$ cat config.mk
export PLATFORM = sky130hd
export DESIGN_NAME = gpu_primloader
export DESIGN_NICKNAME = d
export VERILOG_FILES = /design/src/rtl/gpu_primloader.sv
export SDC_FILE = /design/constraint.sdc
export NUM_CORES = 1
export LEC_CHECK = 0
export CORE_ASPECT_RATIO = 0.7
export CORE_MARGIN = 1
export CORE_UTILIZATION = 49
export CTS_CLUSTER_SIZE = 12
export DETAILED_ROUTE_END_ITERATION = 12
export GPL_ROUTABILITY_DRIVEN = 0
export PLACE_DENSITY = 0.86
export SETUP_SLACK_MARGIN = 0.15
export SYNTH_ARGS = -nofsm -noshare
export SYNTH_HDL_FRONTEND = slang
export SYNTH_SLANG_ARGS = --single-unit
export TNS_END_PERCENT = 1
$ cat constraint.sdc
create_clock -name i_clk -period 3 [get_ports i_clk]
set_input_delay 0.45 -clock i_clk [delete_from_list [all_inputs] [get_ports i_clk]]
set_output_delay 0.45 -clock i_clk [all_outputs]
set_load 0.01 [all_outputs]
$ cat src/rtl/gpu_primloader.sv
// Polygon command parser: consumes GP0 0x20-0x3F words, builds up to four vertices and emits
// normalised triangles (quads split into two) over a valid/ready handshake.
module gpu_primloader #(
  parameter int unsigned COORD_W     = 12,
  parameter int unsigned OFFSET_W    = 11,
  parameter int unsigned ENABLE_QUAD = 1
) (
  input  logic                  i_clk,
  input  logic                  i_rst,
  input  logic                  i_valid,
  input  logic [31:0]           i_data,
  output logic                  o_ready,
  input  logic [OFFSET_W-1:0]   i_offsetX,
  input  logic [OFFSET_W-1:0]   i_offsetY,
  output logic                  o_triValid,
  input  logic                  i_triReady,
  output logic [3*COORD_W-1:0]  o_triX,
  output logic [3*COORD_W-1:0]  o_triY,
  output logic [26:0]           o_triR,
  output logic [26:0]           o_triG,
  output logic [26:0]           o_triB,
  output logic [23:0]           o_triU,
  output logic [23:0]           o_triV,
  output logic [3:0]            o_triAttr,
  output logic                  o_triLast,
  output logic                  o_badCmd,
  output logic                  o_busy
);

  typedef enum logic [2:0] {StIdle, StLdCol, StLdVtx, StLdUv, StEmit0, StEmit1} state_e;

  state_e               state_q, state_d;
  logic [7:0]           cmd_q;
  logic [1:0]           vtx_q;
  logic [OFFSET_W-1:0]  offx_q, offy_q;
  logic                 bad_q, bad_d;
  logic [COORD_W-1:0]   x_q [4];
  logic [COORD_W-1:0]   y_q [4];
  logic [8:0]           r_q [4];
  logic [8:0]           g_q [4];
  logic [8:0]           b_q [4];
  logic [7:0]           u_q [4];
  logic [7:0]           v_q [4];

  logic                 bad_hdr, hdr_ok, vtx_done, last_vtx;
  logic [7:0]           cmd_cur;
  logic [8:0]           r_new, g_new, b_new;
  logic [COORD_W-1:0]   cx, cy;

  function automatic logic [8:0] conv(input logic [7:0] c, input logic raw, input logic tex);
    if (raw) return 9'd256;
    else if (tex) return {c, 1'b0};
    else return {1'b0, c} + 9'(c[7]);
  endfunction

  assign bad_hdr  = (i_data[31:29] != 3'b001) || (i_data[27] && (ENABLE_QUAD == 0));
  assign hdr_ok   = (state_q == StIdle) && i_valid && !bad_hdr;
  assign last_vtx = (vtx_q == (cmd_q[3] ? 2'd3 : 2'd2));
  // Header colour must be converted with the incoming command, not the stale latched one.
  assign cmd_cur  = (state_q == StIdle) ? i_data[31:24] : cmd_q;
  assign r_new    = conv(i_data[7:0],   cmd_cur[0] & cmd_cur[2], cmd_cur[2]);
  assign g_new    = conv(i_data[15:8],  cmd_cur[0] & cmd_cur[2], cmd_cur[2]);
  assign b_new    = conv(i_data[23:16], cmd_cur[0] & cmd_cur[2], cmd_cur[2]);
  assign cx = {{(COORD_W-11){i_data[10]}}, i_data[10:0]}
            + {{(COORD_W-OFFSET_W){offx_q[OFFSET_W-1]}}, offx_q};
  assign cy = {{(COORD_W-11){i_data[26]}}, i_data[26:16]}
            + {{(COORD_W-OFFSET_W){offy_q[OFFSET_W-1]}}, offy_q};

  always_comb begin
    state_d  = state_q;
    bad_d    = 1'b0;
    vtx_done = 1'b0;
    unique case (state_q)
      StIdle:  if (i_valid) begin
                 if (bad_hdr) bad_d = 1'b1;
                 else         state_d = StLdVtx;
               end
      StLdCol: if (i_valid) state_d = StLdVtx;
      StLdVtx: if (i_valid) begin
                 if (cmd_q[2]) state_d = StLdUv;
                 else          vtx_done = 1'b1;
               end
      StLdUv:  if (i_valid) vtx_done = 1'b1;
      StEmit0: if (i_triReady) state_d = cmd_q[3] ? StEmit1 : StIdle;
      StEmit1: if (i_triReady) state_d = StIdle;
      default: state_d = StIdle;
    endcase
    if (vtx_done) state_d = last_vtx ? StEmit0 : (cmd_q[4] ? StLdCol : StLdVtx);
  end

  always_ff @(posedge i_clk) begin
    if (i_rst) state_q <= StIdle;
    else       state_q <= state_d;
  end

  always_ff @(posedge i_clk) begin
    if (i_rst) begin
      cmd_q  <= '0;
      vtx_q  <= '0;
      offx_q <= '0;
      offy_q <= '0;
      bad_q  <= 1'b0;
      for (int k = 0; k < 4; k++) begin
        x_q[k] <= '0; y_q[k] <= '0;
        r_q[k] <= '0; g_q[k] <= '0; b_q[k] <= '0;
        u_q[k] <= '0; v_q[k] <= '0;
      end
    end else begin
      bad_q <= bad_d;
      if (hdr_ok) begin
        cmd_q  <= i_data[31:24];
        vtx_q  <= 2'd0;
        offx_q <= i_offsetX;
        offy_q <= i_offsetY;
        // Broadcast colour0; gouraud primitives overwrite vertices 1..N-1 later.
        for (int k = 0; k < 4; k++) begin
          r_q[k] <= r_new; g_q[k] <= g_new; b_q[k] <= b_new;
        end
      end
      if (state_q == StLdCol && i_valid) begin
        r_q[vtx_q] <= r_new; g_q[vtx_q] <= g_new; b_q[vtx_q] <= b_new;
      end
      if (state_q == StLdVtx && i_valid) begin
        x_q[vtx_q] <= cx;
        y_q[vtx_q] <= cy;
      end
      if (state_q == StLdUv && i_valid) begin
        u_q[vtx_q] <= i_data[7:0];
        v_q[vtx_q] <= i_data[15:8];
      end
      if (vtx_done && !last_vtx) vtx_q <= vtx_q + 2'd1;
    end
  end

  logic [1:0] base, idx;

  always_comb begin
    o_ready    = (state_q != StEmit0) && (state_q != StEmit1);
    o_busy     = (state_q != StIdle);
    o_badCmd   = bad_q;
    o_triValid = 1'b0;
    o_triLast  = 1'b0;
    o_triAttr  = '0;
    o_triX     = '0;
    o_triY     = '0;
    o_triR     = '0;
    o_triG     = '0;
    o_triB     = '0;
    o_triU     = '0;
    o_triV     = '0;
    base       = (state_q == StEmit1) ? 2'd1 : 2'd0;
    idx        = '0;
    if (!o_ready) begin
      o_triValid = 1'b1;
      o_triLast  = (state_q == StEmit1) || !cmd_q[3];
      o_triAttr  = {cmd_q[1], cmd_q[2], cmd_q[4], cmd_q[0] & cmd_q[2]};
      for (int k = 0; k < 3; k++) begin
        idx = base + 2'(k);
        o_triX[k*COORD_W +: COORD_W] = x_q[idx];
        o_triY[k*COORD_W +: COORD_W] = y_q[idx];
        o_triR[k*9 +: 9] = r_q[idx];
        o_triG[k*9 +: 9] = g_q[idx];
        o_triB[k*9 +: 9] = b_q[idx];
        o_triU[k*8 +: 8] = u_q[idx];
        o_triV[k*8 +: 8] = v_q[idx];
      end
    end
  end

endmodule
==> results.txt, run 1 <==
via density per instance -> 5.66
final number of hold-violating endpoints -> 0
synth unique cells -> 63
total CTS buffers -> 31
Worst setup EP type -> output port
crit-path cells -> and2b_4 -> inv_16 -> buf_4 -> nor2_1 -> clkdlybuf4s50_1
Final ANT Viol Nets -> 0
DR iter-0 viols -> 1206
Max transition margin -> 23.0%
nets@finish -> 1809
PwrDens -> 480 nW/um2
status -> finished clean
final worst path period need -> 2.83 ns
ys async rst share -> 0%
Chip Width -> 216 um
setup_tns -> 0 ns
Worst-Skew Late Latency -> 0.57 ns
CP bufs+invs -> 3
fmax -> 353 MHz
startpoint types -> flip-flop
Port Buffers -> 267
synth warn -> 0
P_leak -> 7.31 nW
crit path DAT -> 2.38 ns
height of the die -> 152 um
measured slew at the worst slew-check pin -> 1.16 ns
vias in the first global route -> 11900
final WL -> 44900 um
post-detail-place hpwl -> 31500 um
sequential-to-total area share from yosys stat -> 55.5%
global-route wire length before repair -> 67100 um
CTS HTree Levels -> 1
# rows -> 54
max-slew violation count -> 0
critical path's top delay family -> buffers and inverters
area delta synth->final -> 29.5%
Slowest cell on crit path -> clkdlybuf4s50_1
critical path class -> reg2out
fillers -> 2387
RSZ-0062 raised after global routing -> yes
Post-Syn Nets -> 1520
FF+latch count, synth -> 301
GRT Residual Overflow -> 0
Post-synth EDFFs -> 268
Remaining DRCs -> 0
ys flop type -> edfxtp_1
Max Clock Skew -> 0.00936 ns
area of the die -> 32700 um2
HP Class -> reg2reg
Tot GR Track Use -> 26.8%
vias -> 12200
pin count of the biggest net entering global routing -> 73
setup violators final -> 0
CTS tree -> done
post-route clock period utilization -> 94.4%
wire per inst -> 20.8 um
initial antenna violation count -> 2
Largest stage delay, worst path -> 0.58 ns
final core utilization -> 64.8%
hold_buf cts -> 0
clock buffer depth -> 3
Initial Util -> 50.0%
fraction of layout cells with a size suffix above 1 -> 8.90%
Gate Count Post-Synth -> 1428
IO Pins -> 268
Synth Area per Inst -> 11.0 um2
Required @ worst endpoint -> 2.55 ns
Pre-antenna DRT Iters -> 5
clk root buf -> clkbuf_16
CP Max Fanout -> 72
clock slew at reported path FFs -> 0.06 ns
Mapped Area -> 15700 um2
maximum capacitance violations -> 0
clk sinks -> 301
core area -> 31400 um2
VDD IR max -> 420 uV
[layer usage]
metal,vias up,part of all wire [%],GRT usage [%]
met5,-,0.031,0
met4,2,1.8,6.74
met3,69,9.6,5.73
met2,587,46,43.1
met1,5947,42,36.9
li1,5639,-,-
[final cells by class]
type | count | area [um2] | share of cell area [%]
well taps | 420 | 526 | 2.59
inverters | 21 | 95.1 | 0.468
clock buffers | 49 | 853 | 4.20
diodes | 1 | 2.50 | 0.0123
clock inverters | 9 | 103 | 0.505
repair buffers | 352 | 3500 | 17.2
flip-flops and latches | 301 | 8710 | 42.9
multi-input cells | 1010 | 6530 | 32.1
[logic make-up (layout without fill, tap and decap cells)]
family | count (synthesis) | in the layout | share of synthesized area (%)
XOR/XNOR | 29 | 29 | 1.62
buffers and inverters | 117 | 431 | 3.13
AND/OR/NAND/NOR | 597 | 597 | 17.0
adder cells (fa/ha/maj) | 34 | 34 | 2.81
multiplexers | 206 | 206 | 13.2
other | 0 | 1 | 0
AO/OA/AOI/OAI | 144 | 144 | 6.76
flip-flops | 301 | 301 | 55.5
[power breakdown]
group          internal (mW)  switching [mW]
logic                  0.495           0.741
clock network           2.12            1.57
registers               4.74          0.0867
total                   7.35            2.40
[repair_timing]
| item | in CTS | in global routing |
|---|---|---|
| endpoints found under the setup margin | 203 | 50 |
| setup buffers | 2 | 0 |
| gates resized for setup | 9 | 3 |
| gates cloned | 0 | 0 |
| endpoints found under the hold margin | 0 | 0 |
[cells in the mapped netlist, types with 3 or more instances]
master | n | share of area (%)
a21o_1 | 11 | 0.53
and2_1 | 85 | 3.4
clkbuf_1 | 62 | 1.5
a32o_1 | 4 | 0.26
buf_1 | 10 | 0.24
nand2b_1 | 3 | 0.12
and3_1 | 11 | 0.44
buf_6 | 3 | 0.22
inv_1 | 20 | 0.48
nand4_1 | 7 | 0.28
o21ai_0 | 20 | 0.64
mux2_2 | 3 | 0.22
a22oi_1 | 19 | 0.91
ha_1 | 32 | 2.6
buf_2 | 18 | 0.57
mux2i_1 | 203 | 13
o2111a_1 | 3 | 0.22
xor2_1 | 10 | 0.56
nor4_1 | 3 | 0.12
a21oi_2 | 4 | 0.22
dfxtp_1 | 33 | 4.2
edfxtp_1 | 268 | 51
a211oi_1 | 8 | 0.38
or3_1 | 3 | 0.12
xnor2_1 | 19 | 1.1
o211ai_1 | 5 | 0.24
nor2b_1 | 3 | 0.12
a21oi_1 | 22 | 0.70
a22o_1 | 28 | 1.6
nor3_1 | 6 | 0.19
a221oi_1 | 3 | 0.17
nand3_1 | 27 | 0.86
nor3b_1 | 5 | 0.24
nand2_1 | 39 | 0.93
nor2_1 | 391 | 9.4
[stage by stage]
stage | cell area (um2) | worst slack [ns] | total power, mW | cells | hold WS (ns)
2_1_floorplan | 15700 | 0.401 | 5.64 | 1428 | 0.434
3_3_place_gp | 19300 | 0.0555 | 6.08 | 2102 | 0.450
3_5_place_dp | 19300 | 0.0295 | 6.12 | 2102 | 0.461
4_1_cts | 20300 | 0.129 | 9.77 | 2162 | 0.477
5_1_grt | 20300 | 0.0888 | 10.1 | 2162 | 0.483
6_report | 20300 | 0.168 | 9.74 | 2163 | 0.483
[path summary, 6_finish.rpt]
path	endpoint	depth (start not counted)	slack, ns	start
worst min-delay path	offx_q[7]$_SDFFE_PP0P_	1	0.48	offx_q[7]$_SDFFE_PP0P_
worst max register to register	r_q[3][4]$_DFFE_PP_	8	0.34	state_q[0]$_SDFFE_PP0P_
worst max-delay path	o_triX[20]	5	0.17	state_q[1]$_SDFFE_PP0P_
worst min register to register	offx_q[7]$_SDFFE_PP0P_	1	0.48	offx_q[7]$_SDFFE_PP0P_
[placed cells by master (no fill, tap or decap), drive strengths merged, types with 4 or more instances in the layout]
master and count:
a211oi 8, edfxtp 268, buf 85, clkdlybuf4s50 266
nor3 8, a21o 12, o21ai 22, xnor2 19
nand3 27, a21oi 26, ha 32, nor3b 5
mux2i 203, dfxtp 33, nor2 391, a22oi 19
xor2 10, nand2 39, clkinv 4, nand4 7
and2 85, and3 11, inv 22, clkbuf 49
a22o 28, a32o 4, o211ai 5
[worst reg2reg max path, delay by kind of cell (launching register included)]
kind / cells / cell delay (ns)
flip-flops: 1 / 0.43
AND/OR/NAND/NOR: 3 / 0.49
AO/OA/AOI/OAI: 1 / 0.52
buffers and inverters: 3 / 0.60
multiplexers: 1 / 0.33
[flip-flops by register name, summed over array words and instances (netlist names)]
register  flops
b_q          36
cmd_q         5
g_q          36
o_badCmd      1
offx_q       11
offy_q       11
r_q          36
state_q       3
u_q          32
v_q          32
vtx_q         2
x_q          48
y_q          48
Power figures use the tool's default switching activity.
==> run 2: changes to the inputs <==
==> constraint.sdc (replaced) <==
create_clock -name i_clk -period 3 [get_ports i_clk]
set_input_delay 0.3 -clock i_clk [delete_from_list [all_inputs] [get_ports i_clk]]
set_output_delay 0.3 -clock i_clk [all_outputs]
set_load 0.01 [all_outputs]
==> run 2 against run 1 <==
Critical path depth is the same. Maximum frequency rose by 1.7%. Sequential share of layout area increased by 0.40 points. Via count about the same. First-iteration DRC count decreased by 3.2%. Worst setup slack better by 0.047 ns. Register-to-register slack better by 0.13 ns. Critical path type unchanged.
==> results.txt, run 2 (synthesized netlist as in run 1, its figures left out) <==
Power, Total -> 9.64 mW
clock slew at reported path FFs -> 0.06 ns
final WL -> 44600 um
CP Max Fanout -> 69
Final Cell Area -> 20100 um2
Combinational Power Share -> 12.6%
vias in the first global route -> 11800
CTS tree -> done
worst hold slack -> 0.336 ns
FF/Latch Area -> 8710 um2
final critical-path setup slack -> 0.216 ns
Clk pwr share -> 37.3%
clock buffer depth -> 3
area of the die -> 32700 um2
Max Clock Skew -> 0.0129 ns
Required @ worst endpoint -> 2.70 ns
Chip Width -> 216 um
fin cells -> 2144
wire per inst -> 20.8 um
CP bufs+invs -> 3
Remaining DRCs -> 0
total CTS buffers -> 30
setup violators final -> 0
Placed Cells -> 2082
initial antenna violation count -> 4
Reg power frac -> 50.1%
post-route clock period utilization -> 92.8%
P_leak -> 7.18 nW
final core utilization -> 64.2%
# rows -> 54
nets@finish -> 1788
CTS HTree Levels -> 1
fmax -> 359 MHz
Worst-Skew Late Latency -> 0.56 ns
global-route wire length before repair -> 66300 um
Tot GR Track Use -> 26.4%
multi-input logic area -> 6520 um2
final number of hold-violating endpoints -> 0
placed instance area -> 19100 um2
core area -> 31400 um2
Top Registers -> x_q: 48 flops, y_q: 48 flops
# Post-CTS Setup Buffers -> 0
pin count of the biggest net entering global routing -> 70
RSZ-0062 raised after global routing -> yes
switch share -> 24.6%
dpl ws -> 0.0228 ns
HP Class -> in2reg
Net Sw Power -> 2.37 mW
maximum capacitance violations -> 0
fraction of layout cells with a size suffix above 1 -> 7.44%
Internal Power -> 7.27 mW
most frequent cells in the layout -> nor2_1 (389), edfxtp_1 (268), clkdlybuf4s50_1 (267)
Max transition margin -> 44.3%
DR iter-0 viols -> 1167
Worst setup EP type -> output port
most common cell after layout, fill and taps aside -> nor2_1
VDD IR max -> 371 uV
Port Buffers -> 267
fillers -> 2347
max-slew violation count -> 0
final worst path period need -> 2.78 ns
Final ANT Viol Nets -> 0
Pre-antenna DRT Iters -> 5
crit path DAT -> 2.48 ns
via density per instance -> 5.71
Initial Util -> 50.0%
measured slew at the worst slew-check pin -> 0.835 ns
post-detail-place hpwl -> 30900 um
area delta synth->final -> 28.3%
setup_tns -> 0 ns
Slowest cell on crit path -> clkdlybuf4s50_1
startpoint types -> flip-flop
height of the die -> 152 um
critical path's top delay family -> buffers and inverters
status -> finished clean
critical path class -> reg2out
GRT Residual Overflow -> 0
clk sinks -> 301
clk root buf -> clkbuf_16
crit-path cells -> and2b_1 -> bufinv_16 -> buf_4 -> nor2_1 -> clkdlybuf4s50_1
Largest stage delay, worst path -> 0.48 ns
IO Pins -> 268
PwrDens -> 479 nW/um2
vias -> 12200
[run 2: cell count changes in the layout (fill, tap and decap cells not counted), sizes merged]
cell and delta:
diode +3, clkinvlp -1, inv -2, clkinv -2, clkdlybuf4s50 +1, dlymetal6s2s -1, clkbuf +5, buf -22
[run 2: final timing paths]
check / start / end / slack (ns) / cells past startpoint
max: state_q[1]$_SDFFE_PP0P_ / o_triB[14] / 0.22 / 5
min: i_offsetX[5] / offx_q[5]$_SDFFE_PP0P_ / 0.34 / 2
max reg2reg: offy_q[0]$_SDFFE_PP0P_ / y_q[1][10]$_SDFFCE_PN0P_ / 0.47 / 7
min reg2reg: cmd_q[1]$_SDFFE_PP0P_ / cmd_q[1]$_SDFFE_PP0P_ / 0.48 / 1
[run 2: power groups by stage]
stage	Combinational, mW	Sequential (mW)	Clock (mW)
after floorplan	0.766	4.88	0
after global placement	1.15	4.90	0
after detailed placement	1.17	4.91	0
after CTS	1.18	4.82	3.62
after global routing	1.30	4.84	3.78
final	1.21	4.83	3.60
[run 2: per-layer routing]
| metal | up-vias | part of all wire, % | track usage, % |
|---|---|---|---|
| li1 | 5619 | - | - |
| met2 | 651 | 46 | 42.5 |
| met4 | 2 | 1.8 | 6.10 |
| met5 | - | 0.029 | 0 |
| met3 | 72 | 9.7 | 5.13 |
| met1 | 5895 | 43 | 37.0 |
[run 2: worst reg2reg max path, stage by stage, from the launching register on]
cell,delay [ns]
dfxtp_1,0.33
ha_1,0.21
fa_1,0.41
a21o_1,0.19
a221oi_1,0.49
o221ai_1,0.20
xnor2_1,0.34
nor2_1,0.09
[run 2: cell type report]
cell class	count	area share (%)
inverter	21	0.522
clock buffer	52	4.35
multi-input combinational	1010	32.4
sequential	301	43.3
timing repair buffer	332	16.5
tap	420	2.61
antenna	4	0.0497
clock inverter	4	0.230
[run 2: timing repair]
action                                  4_1_cts  5_1_grt
resized for setup                             3        9
hold buffers                                  0        0
endpoints found under the setup margin      165      157
gates cloned                                  0        2
